### src/rtl/interp_pkg.sv
// ============================================================================
// Module   : interp_pkg
// Brief    : Shared widths, weight helper and stage-control record for the
//            bilinear interpolator pipeline.
// Revision : 1.0 - initial release
// ============================================================================
`default_nettype none

package interp_pkg;

  function automatic int frac_one(int frac_w);
    return 1 << frac_w;
  endfunction

  function automatic int lerp_w(int pix_w, int frac_w);
    return pix_w + frac_w;
  endfunction

  function automatic int acc_w(int pix_w, int frac_w);
    return pix_w + 2 * frac_w;
  endfunction

  typedef struct packed {
    logic valid;
    logic last;
  } stage_ctl_t;

endpackage

`default_nettype wire

### src/rtl/bilinear_interp_pipe_if.sv
// ============================================================================
// Module   : bilinear_interp_pipe_if
// Brief    : Input/output stream bundle of the bilinear interpolator.
// Revision : 1.0 - initial release
// ============================================================================
`default_nettype none

interface bilinear_interp_pipe_if #(
  parameter int PIX_W    = 8,
  parameter int FRAC_W   = 6,
  parameter int CHANNELS = 1
);

  logic                      s_valid;
  logic                      s_ready;
  logic [FRAC_W-1:0]         s_dx;
  logic [FRAC_W-1:0]         s_dy;
  logic [CHANNELS*PIX_W-1:0] s_lu;
  logic [CHANNELS*PIX_W-1:0] s_ru;
  logic [CHANNELS*PIX_W-1:0] s_ld;
  logic [CHANNELS*PIX_W-1:0] s_rd;
  logic                      s_last;
  logic                      m_valid;
  logic                      m_ready;
  logic [CHANNELS*PIX_W-1:0] m_p;
  logic                      m_last;

  modport slave (
    input  s_valid, s_dx, s_dy, s_lu, s_ru, s_ld, s_rd, s_last, m_ready,
    output s_ready, m_valid, m_p, m_last
  );

  modport master (
    output s_valid, s_dx, s_dy, s_lu, s_ru, s_ld, s_rd, s_last, m_ready,
    input  s_ready, m_valid, m_p, m_last
  );

endinterface

`default_nettype wire

### src/rtl/interp_lerp.sv
// ============================================================================
// Module   : interp_lerp
// Brief    : Combinational unsigned lerp y = a*(2**FRAC_W - f) + b*f.
// Revision : 1.0 - initial release
// ============================================================================
`default_nettype none

module interp_lerp #(
  parameter int IN_W   = 8,
  parameter int FRAC_W = 6
) (
  input  logic [IN_W-1:0]        a,
  input  logic [IN_W-1:0]        b,
  input  logic [FRAC_W-1:0]      f,
  output logic [IN_W+FRAC_W-1:0] y
);

  localparam int OUT_W = IN_W + FRAC_W;

  logic [OUT_W-1:0] a_ext;
  logic [OUT_W-1:0] b_ext;
  logic [OUT_W-1:0] f_ext;
  logic [OUT_W-1:0] a_hi;

  assign a_ext = {{FRAC_W{1'b0}}, a};
  assign b_ext = {{FRAC_W{1'b0}}, b};
  assign f_ext = {{IN_W{1'b0}}, f};
  assign a_hi  = {a, {FRAC_W{1'b0}}};

  // a*(W1-f) expanded to a*W1 - a*f keeps every term within OUT_W bits;
  // the true result always fits, so modular wrap of the partial sum is harmless.
  assign y = a_hi - a_ext * f_ext + b_ext * f_ext;

endmodule

`default_nettype wire

### src/rtl/bilinear_interp_pipe.sv
// ============================================================================
// Module   : bilinear_interp_pipe
// Brief    : Pipelined multi-lane bilinear interpolator with valid/ready flow.
//            Define INTERP_ROUND_EN for round-half-up output, else floor.
// Revision : 1.0 - initial release
// ============================================================================
`default_nettype none

module bilinear_interp_pipe
  import interp_pkg::*;
#(
  parameter int PIX_W    = 8,
  parameter int FRAC_W   = 6,
  parameter int CHANNELS = 1
) (
  input  logic                   clk,
  input  logic                   rst_n,
  bilinear_interp_pipe_if.slave  bus
);

  localparam int LERP_W = lerp_w(PIX_W, FRAC_W);
  localparam int ACC_W  = acc_w(PIX_W, FRAC_W);
  localparam int BUS_W  = CHANNELS * PIX_W;

  logic advance;
  logic accept;
  logic ready_en_q, ready_en_d;

  stage_ctl_t ctl0_q, ctl0_d;
  stage_ctl_t ctl1_q, ctl1_d;
  stage_ctl_t ctl2_q, ctl2_d;
  stage_ctl_t ctl3_q, ctl3_d;

  logic [FRAC_W-1:0] dx0_q, dx0_d;
  logic [FRAC_W-1:0] dy0_q, dy0_d;
  logic [FRAC_W-1:0] dy1_q, dy1_d;
  logic [BUS_W-1:0]  lu0_q, lu0_d;
  logic [BUS_W-1:0]  ru0_q, ru0_d;
  logic [BUS_W-1:0]  ld0_q, ld0_d;
  logic [BUS_W-1:0]  rd0_q, rd0_d;

  logic [LERP_W-1:0] t1_q [CHANNELS];
  logic [LERP_W-1:0] t1_d [CHANNELS];
  logic [LERP_W-1:0] b1_q [CHANNELS];
  logic [LERP_W-1:0] b1_d [CHANNELS];
  logic [LERP_W-1:0] t_n  [CHANNELS];
  logic [LERP_W-1:0] b_n  [CHANNELS];
  logic [ACC_W-1:0]  v2_q [CHANNELS];
  logic [ACC_W-1:0]  v2_d [CHANNELS];
  logic [ACC_W-1:0]  v_n  [CHANNELS];
  logic [PIX_W-1:0]  p_n  [CHANNELS];
  logic [BUS_W-1:0]  m_p_q, m_p_d;

  // Every stage moves together; bubbles are kept so timing stays fixed.
  assign advance     = !ctl3_q.valid || bus.m_ready;
  assign bus.s_ready = advance && ready_en_q;
  assign accept      = bus.s_valid && bus.s_ready;

  assign bus.m_valid = ctl3_q.valid;
  assign bus.m_last  = ctl3_q.last;
  assign bus.m_p     = m_p_q;

  for (genvar k = 0; k < CHANNELS; k++) begin : g_lane
    interp_lerp #(.IN_W(PIX_W), .FRAC_W(FRAC_W)) u_lerp_top (
      .a (lu0_q[k*PIX_W +: PIX_W]),
      .b (ru0_q[k*PIX_W +: PIX_W]),
      .f (dx0_q),
      .y (t_n[k])
    );

    interp_lerp #(.IN_W(PIX_W), .FRAC_W(FRAC_W)) u_lerp_bot (
      .a (ld0_q[k*PIX_W +: PIX_W]),
      .b (rd0_q[k*PIX_W +: PIX_W]),
      .f (dx0_q),
      .y (b_n[k])
    );

    interp_lerp #(.IN_W(LERP_W), .FRAC_W(FRAC_W)) u_lerp_vert (
      .a (t1_q[k]),
      .b (b1_q[k]),
      .f (dy1_q),
      .y (v_n[k])
    );

`ifdef INTERP_ROUND_EN
    localparam logic [ACC_W:0] HALF_LSB = (ACC_W+1)'(1) << (2*FRAC_W-1);
    logic [ACC_W:0] rnd_sum;
    logic           unused_rnd;
    assign rnd_sum    = {1'b0, v2_q[k]} + HALF_LSB;
    assign p_n[k]     = rnd_sum[2*FRAC_W +: PIX_W];
    assign unused_rnd = ^{rnd_sum[ACC_W], rnd_sum[2*FRAC_W-1:0]};
`else
    logic unused_frac;
    assign p_n[k]      = v2_q[k][2*FRAC_W +: PIX_W];
    assign unused_frac = ^v2_q[k][2*FRAC_W-1:0];
`endif
  end

  always_comb begin
    ready_en_d = 1'b1;
    ctl0_d = ctl0_q;
    ctl1_d = ctl1_q;
    ctl2_d = ctl2_q;
    ctl3_d = ctl3_q;
    dx0_d  = dx0_q;
    dy0_d  = dy0_q;
    dy1_d  = dy1_q;
    lu0_d  = lu0_q;
    ru0_d  = ru0_q;
    ld0_d  = ld0_q;
    rd0_d  = rd0_q;
    t1_d   = t1_q;
    b1_d   = b1_q;
    v2_d   = v2_q;
    m_p_d  = m_p_q;
    if (advance) begin
      ctl0_d = '{valid: accept, last: accept && bus.s_last};
      if (accept) begin
        dx0_d = bus.s_dx;
        dy0_d = bus.s_dy;
        lu0_d = bus.s_lu;
        ru0_d = bus.s_ru;
        ld0_d = bus.s_ld;
        rd0_d = bus.s_rd;
      end
      ctl1_d = ctl0_q;
      if (ctl0_q.valid) begin
        t1_d  = t_n;
        b1_d  = b_n;
        dy1_d = dy0_q;
      end
      ctl2_d = ctl1_q;
      if (ctl1_q.valid) begin
        v2_d = v_n;
      end
      ctl3_d = ctl2_q;
      if (ctl2_q.valid) begin
        for (int k = 0; k < CHANNELS; k++) begin
          m_p_d[k*PIX_W +: PIX_W] = p_n[k];
        end
      end
    end
  end

  always_ff @(posedge clk or negedge rst_n) begin
    if (!rst_n) begin
      ready_en_q <= 1'b0;
      ctl0_q     <= '0;
      ctl1_q     <= '0;
      ctl2_q     <= '0;
      ctl3_q     <= '0;
      dx0_q      <= '0;
      dy0_q      <= '0;
      dy1_q      <= '0;
      lu0_q      <= '0;
      ru0_q      <= '0;
      ld0_q      <= '0;
      rd0_q      <= '0;
      m_p_q      <= '0;
      for (int k = 0; k < CHANNELS; k++) begin
        t1_q[k] <= '0;
        b1_q[k] <= '0;
        v2_q[k] <= '0;
      end
    end else begin
      ready_en_q <= ready_en_d;
      ctl0_q     <= ctl0_d;
      ctl1_q     <= ctl1_d;
      ctl2_q     <= ctl2_d;
      ctl3_q     <= ctl3_d;
      dx0_q      <= dx0_d;
      dy0_q      <= dy0_d;
      dy1_q      <= dy1_d;
      lu0_q      <= lu0_d;
      ru0_q      <= ru0_d;
      ld0_q      <= ld0_d;
      rd0_q      <= rd0_d;
      m_p_q      <= m_p_d;
      t1_q       <= t1_d;
      b1_q       <= b1_d;
      v2_q       <= v2_d;
    end
  end

endmodule

`default_nettype wire

### src/flat_wrapper.sv
// flat-port wrapper written by rule: the top's interface ports become plain ports
module bilinear_interp_pipe_flat import interp_pkg::*;
#(
  parameter int PIX_W    = 8,
  parameter int FRAC_W   = 6,
  parameter int CHANNELS = 1
)
  (clk, rst_n, bus_s_valid, bus_s_dx, bus_s_dy, bus_s_lu, bus_s_ru, bus_s_ld, bus_s_rd, bus_s_last, bus_m_ready, bus_s_ready, bus_m_valid, bus_m_p, bus_m_last);
  bilinear_interp_pipe_if #(.PIX_W(PIX_W), .FRAC_W(FRAC_W), .CHANNELS(CHANNELS)) bus_i ();
  input  logic clk;
  input  logic rst_n;
  input wire logic [$bits(bus_i.s_valid)-1:0] bus_s_valid;
  input wire logic [$bits(bus_i.s_dx)-1:0] bus_s_dx;
  input wire logic [$bits(bus_i.s_dy)-1:0] bus_s_dy;
  input wire logic [$bits(bus_i.s_lu)-1:0] bus_s_lu;
  input wire logic [$bits(bus_i.s_ru)-1:0] bus_s_ru;
  input wire logic [$bits(bus_i.s_ld)-1:0] bus_s_ld;
  input wire logic [$bits(bus_i.s_rd)-1:0] bus_s_rd;
  input wire logic [$bits(bus_i.s_last)-1:0] bus_s_last;
  input wire logic [$bits(bus_i.m_ready)-1:0] bus_m_ready;
  output wire logic [$bits(bus_i.s_ready)-1:0] bus_s_ready;
  output wire logic [$bits(bus_i.m_valid)-1:0] bus_m_valid;
  output wire logic [$bits(bus_i.m_p)-1:0] bus_m_p;
  output wire logic [$bits(bus_i.m_last)-1:0] bus_m_last;
  assign bus_i.s_valid = bus_s_valid;
  assign bus_i.s_dx = bus_s_dx;
  assign bus_i.s_dy = bus_s_dy;
  assign bus_i.s_lu = bus_s_lu;
  assign bus_i.s_ru = bus_s_ru;
  assign bus_i.s_ld = bus_s_ld;
  assign bus_i.s_rd = bus_s_rd;
  assign bus_i.s_last = bus_s_last;
  assign bus_i.m_ready = bus_m_ready;
  assign bus_s_ready = bus_i.s_ready;
  assign bus_m_valid = bus_i.m_valid;
  assign bus_m_p = bus_i.m_p;
  assign bus_m_last = bus_i.m_last;
  bilinear_interp_pipe #(.PIX_W(PIX_W), .FRAC_W(FRAC_W), .CHANNELS(CHANNELS)) u_core (.clk(clk), .rst_n(rst_n), .bus(bus_i));
endmodule
### config.mk
export PLATFORM = sky130hd
export DESIGN_NAME = bilinear_interp_pipe_flat
export DESIGN_NICKNAME = d
export VERILOG_FILES = /design/src/rtl/interp_pkg.sv /design/src/rtl/bilinear_interp_pipe_if.sv /design/src/rtl/interp_lerp.sv /design/src/rtl/bilinear_interp_pipe.sv /design/src/flat_wrapper.sv
export SDC_FILE = /design/constraint.sdc
export NUM_CORES = 1
export LEC_CHECK = 0
export CORE_MARGIN = 3
export CORE_UTILIZATION = 55
export CTS_BUF_LIST = sky130_fd_sc_hd__clkbuf_4 sky130_fd_sc_hd__clkbuf_8
export DETAILED_ROUTE_END_ITERATION = 7
export PLACE_DENSITY_LB_ADDON = 0.3
export SLEW_MARGIN = 5
export SYNTH_ARGS = -nofsm -noshare
export SYNTH_HDL_FRONTEND = slang
export SYNTH_HIERARCHICAL = 1
export SYNTH_SLANG_ARGS = --single-unit
### constraint.sdc
create_clock -name clk -period 8.6 [get_ports clk]
set_input_delay 1.29 -clock clk [delete_from_list [all_inputs] [get_ports clk]]
set_output_delay 1.29 -clock clk [all_outputs]
set_load 0.005 [all_outputs]
# Word-level counts from Yosys, hierarchy flattened

Index checks and enable logic that the tools add are counted.

Register bits: 115
Bits of input ports: 49
Output and inout port bits: 11

Add/subtract/negate cells: 6
$mul: 6
Reductions and logical operators: 9

Operators with widths:

| cell                | number |
|---|---|
| $mul A8 B6 Y14      | 4 |
| $mul A14 B6 Y20     | 2 |
| $add A14 B14 Y14    | 2 |
| $sub A14 B14 Y14    | 2 |
| $add A20 B20 Y20    | 1 |
| $sub A20 B20 Y20    | 1 |
| $reduce_and A2 Y1   | 4 |
| $logic_and A1 B1 Y1 | 3 |
| $logic_not A1 Y1    | 1 |
| $logic_or A1 B1 Y1  | 1 |

# Depth between registers and ports, before layout

Depth in word-level cells: 5
Depth in mapped cells: 20
Mapped depth without buffers: 18

# Cells and area by module

The synthesis kept the hierarchy.

By module, submodules not included:

| module                                     | instances | cells an instance | area an instance (um^2) | sequential area each (um^2) |
|---|---|---|---|---|
| interp_lerp (u_core.g_lane[0].u_lerp_vert) | 1         | 658               | 5695.5                  | 0.0 |
| bilinear_interp_pipe                       | 1         | 231               | 4031.4                  | 2577.5 |
| interp_lerp (u_core.g_lane[0].u_lerp_top)  | 1         | 379               | 3375.7                  | 0.0 |
| interp_lerp (u_core.g_lane[0].u_lerp_bot)  | 1         | 380               | 3369.5                  | 0.0 |

# Worst setup path before layout

Ideal clock, no wire load.

Path type: register to register
Start point: register u_core.dy1_q[0]
End point: register u_core/v2_q[17] (netlist bit)
Arrival time: 5.131 ns
Required time: 8.475 ns
Slack: 3.344 ns
Stages on the path, launching flop included: 19
Period minus slack after synthesis: 5.256 ns
Path through: dfrtp_1 > clkbuf_1 > clkbuf_1 > nand2_1 > fa_1 > inv_1 > fa_1 > fa_1 > inv_1 > fa_1 > fa_1 > inv_1 > ha_1 > a21oi_1 > o21ai_1 > a221oi_2 > o221ai_1 > or3_1 > mux2_2

RTL lines:

| element                | line                        | source |
|---|---|---|
| start, declared        | bilinear_interp_pipe.sv:36  | `logic [FRAC_W-1:0] dy1_q, dy1_d;` |
| start signal, assigned | bilinear_interp_pipe.sv:173 | `dy1_q <= dy1_d;` |
| end signal, assigned   | bilinear_interp_pipe.sv:181 | `v2_q <= v2_d;` |
| end, declared          | bilinear_interp_pipe.sv:48  | `logic [ACC_W-1:0] v2_q [CHANNELS];` |

==> results by group <==
STA
  • Sum Neg Setup Slack: 0 ps
  • # setup viols final: 0
  • RSZ-0062 raised after global routing: false
  • Max Slew Vio Count: 0
  • Worst Clk Skew: 22.9 ps
  • Slew Limit Headroom: 0.300
  • Crit path time final: approximately 5800 ps
  • WHS: about 480 ps
  • Setup WS post-layout: ~2800 ps
  • Period utilization: 0.672
  • Highest clock rate: 0.173 GHz
  • Tightest Pin Transition: 1050 ps
  • Final hold viol count: 0

Setup path
  • Critical Path AT: roughly 6100 ps
  • Critical path class: register to register
  • R2r setup slk: between 2000 and 3000 ps
  • Reg2reg start: u_core/dy1_q[4]
  • FF-to-FF End: u_core/v2_q[17]
  • CP required: roughly 8900 ps
  • Setup crit end: u_core/v2_q[17]
  • Critical Path Start Type: register
  • CP Capture Type: register
  • CP Launch Point: u_core/dy1_q[4]
  • Crit Path Max Fanout: 29
  • R2R cell count: 15

Clock tree
  • Total CTS buffers: 9
  • CTS clk-pin slew, worst paths: roughly 120 ps
  • CTS resizes: 0
  • # hold bufs at CTS: 0
  • Clock Latency Late Sink: around 400 ps
  • H-tree depth: 3
  • Longest Clk Path Bufs: 2
  • Postcts setup bufs: 0
  • CTS tree: yes
  • Total clock sinks: 103
  • Root Driver: clkbuf_8

Yosys
  • Mapped Avg Cell Area: 10.0 um^2
  • Post-Syn Nets: roughly 2.1k
  • Ys Warns: 6
  • Mapped Cells: between 1.5k and 2k
  • Mapped Area: roughly 16000 um^2

Route
  • DRT iter0 DRCs: around 520
  • Drt via density: 5.25
  • Avg WL per Cell: approximately 16 um
  • Drc violations: 0
  • Total number of vias: between 10k and 15k
  • Routed WL: 33100 um
  • Pre-antenna DRT Iters: 5
  • Post-route ant nets: 0

Global route
  • Initial antenna violation count: 0
  • All-Layer GR Usage: 0.227
  • First-pass GRT wire length: between 50000 and 60000 um
  • Total global routing overflow: 0
  • Largest net degree at the start of global routing: between 70 and 80
  • Vias in the first global route: approximately 12k

Cells and area
  • ANT cells: 0
  • Final Net Count: 2143
  • FF+latch area: roughly 2600 um^2
  • Multi-input logic area: 12000 um^2
  • P&R area growth vs syn: 6.83%
  • Filler cells: approximately 2.5k
  • Share of layout cells above drive strength 1: 0.0838
  • Non-Filler Instances: approximately 2.1k
  • Most common cell after layout, fill and taps aside: inv_1
  • Commonest non-fill, non-tap cells in the layout: inv_1 (396), fa_1 (297), nand2_1 (203)

Place
  • Post-DP HPWL: ~27000 um
  • Placed cell count: between 2k and 2.5k
  • DP Worst Slack: just under 3000 ps
  • Port Buffers: a little under 60
  • GPL Wtd Cong: roughly 0.86

Floorplanning
  • Core area: roughly 29000 um^2
  • Die ar.: approximately 32000 um^2
  • Die X: 178 um
  • # rows: 62
  • Die Height: between 150 and 200 um
  • Starting density of the core: 0.564
  • I/O pin cnt: 60

Outcome
  • Status: completed

Worst hold path
  • Hold_sp: u_core/bus.m_last
  • Hold WC Path Type: register to register

Flow run
  • Max_cap viols: 0
[registers in the layout, summed over array words and instances, names as in the netlist]
| signal | cells |
|---|---|
| u_core/b1_q | 14 |
| u_core/bus.m_valid | 1 |
| u_core/ru0_q | 8 |
| u_core/t1_q | 14 |
| u_core/ctl1_q | 2 |
| u_core/ready_en_q | 1 |
| u_core/bus.m_p | 8 |
| u_core/ctl2_q | 2 |
| u_core/dy0_q | 6 |
| u_core/dx0_q | 6 |
| u_core/lu0_q | 8 |
| u_core/ctl0_q | 2 |
| u_core/dy1_q | 6 |
| u_core/bus.m_last | 1 |
| u_core/ld0_q | 8 |
| u_core/v2_q | 8 |
| u_core/rd0_q | 8 |
[critical path: stages, from the launching register on]
cell      delay, ps
dfrtp_1         970
and2_1          280
fa_1            470
fa_1            520
inv_1            50
fa_1            560
fa_1            430
fa_1            490
inv_1            40
ha_1            330
a21oi_1         300
o21ai_1         160
a221oi_2        330
o221ai_1        150
or3_1           310
mux2_2          270
[worst min path at each step]
stage,cells past startpoint,end
CTS,2,u_core/bus.m_last
floorplan,2,u_core/ctl1_q[0]
global route,2,u_core/ctl2_q[0]
finish,2,u_core/bus.m_last
global placement,2,u_core/ctl2_q[0]
detailed placement,2,u_core/bus.m_last
[routing by layer]
layer / GRT usage / up-vias / share of wire
met3: 0.0345 / 42 / 0.048
met4: 0.0510 / 0 / 0.016
met5: 0 / - / 0
met2: 0.391 / 246 / 0.50
met1: 0.307 / 5550 / 0.43
li1: - / 4942 / -
[area by class of cell]
cell class,instances,area share
multi-input combinational,1090,0.690
sequential,103,0.148
inverter,396,0.0851
timing repair buffer,65,0.0362
tap,384,0.0275
clock buffer,10,0.00788
clock inverter,6,0.00616
[per-stage QoR]
| stage | area, um^2 | util |
|---|---|---|
| 4_1_cts | 17500 | 0.602 |
| 3_5_place_dp | 17200 | 0.594 |
| 5_1_grt | 17500 | 0.602 |
| 6_report | 17500 | 0.602 |
| 3_3_place_gp | 17200 | 0.594 |
| 2_1_floorplan | 16400 | - |
Power is not shown: default switching activity piles up to over one toggle a cycle in this logic, so the estimate is an artifact.
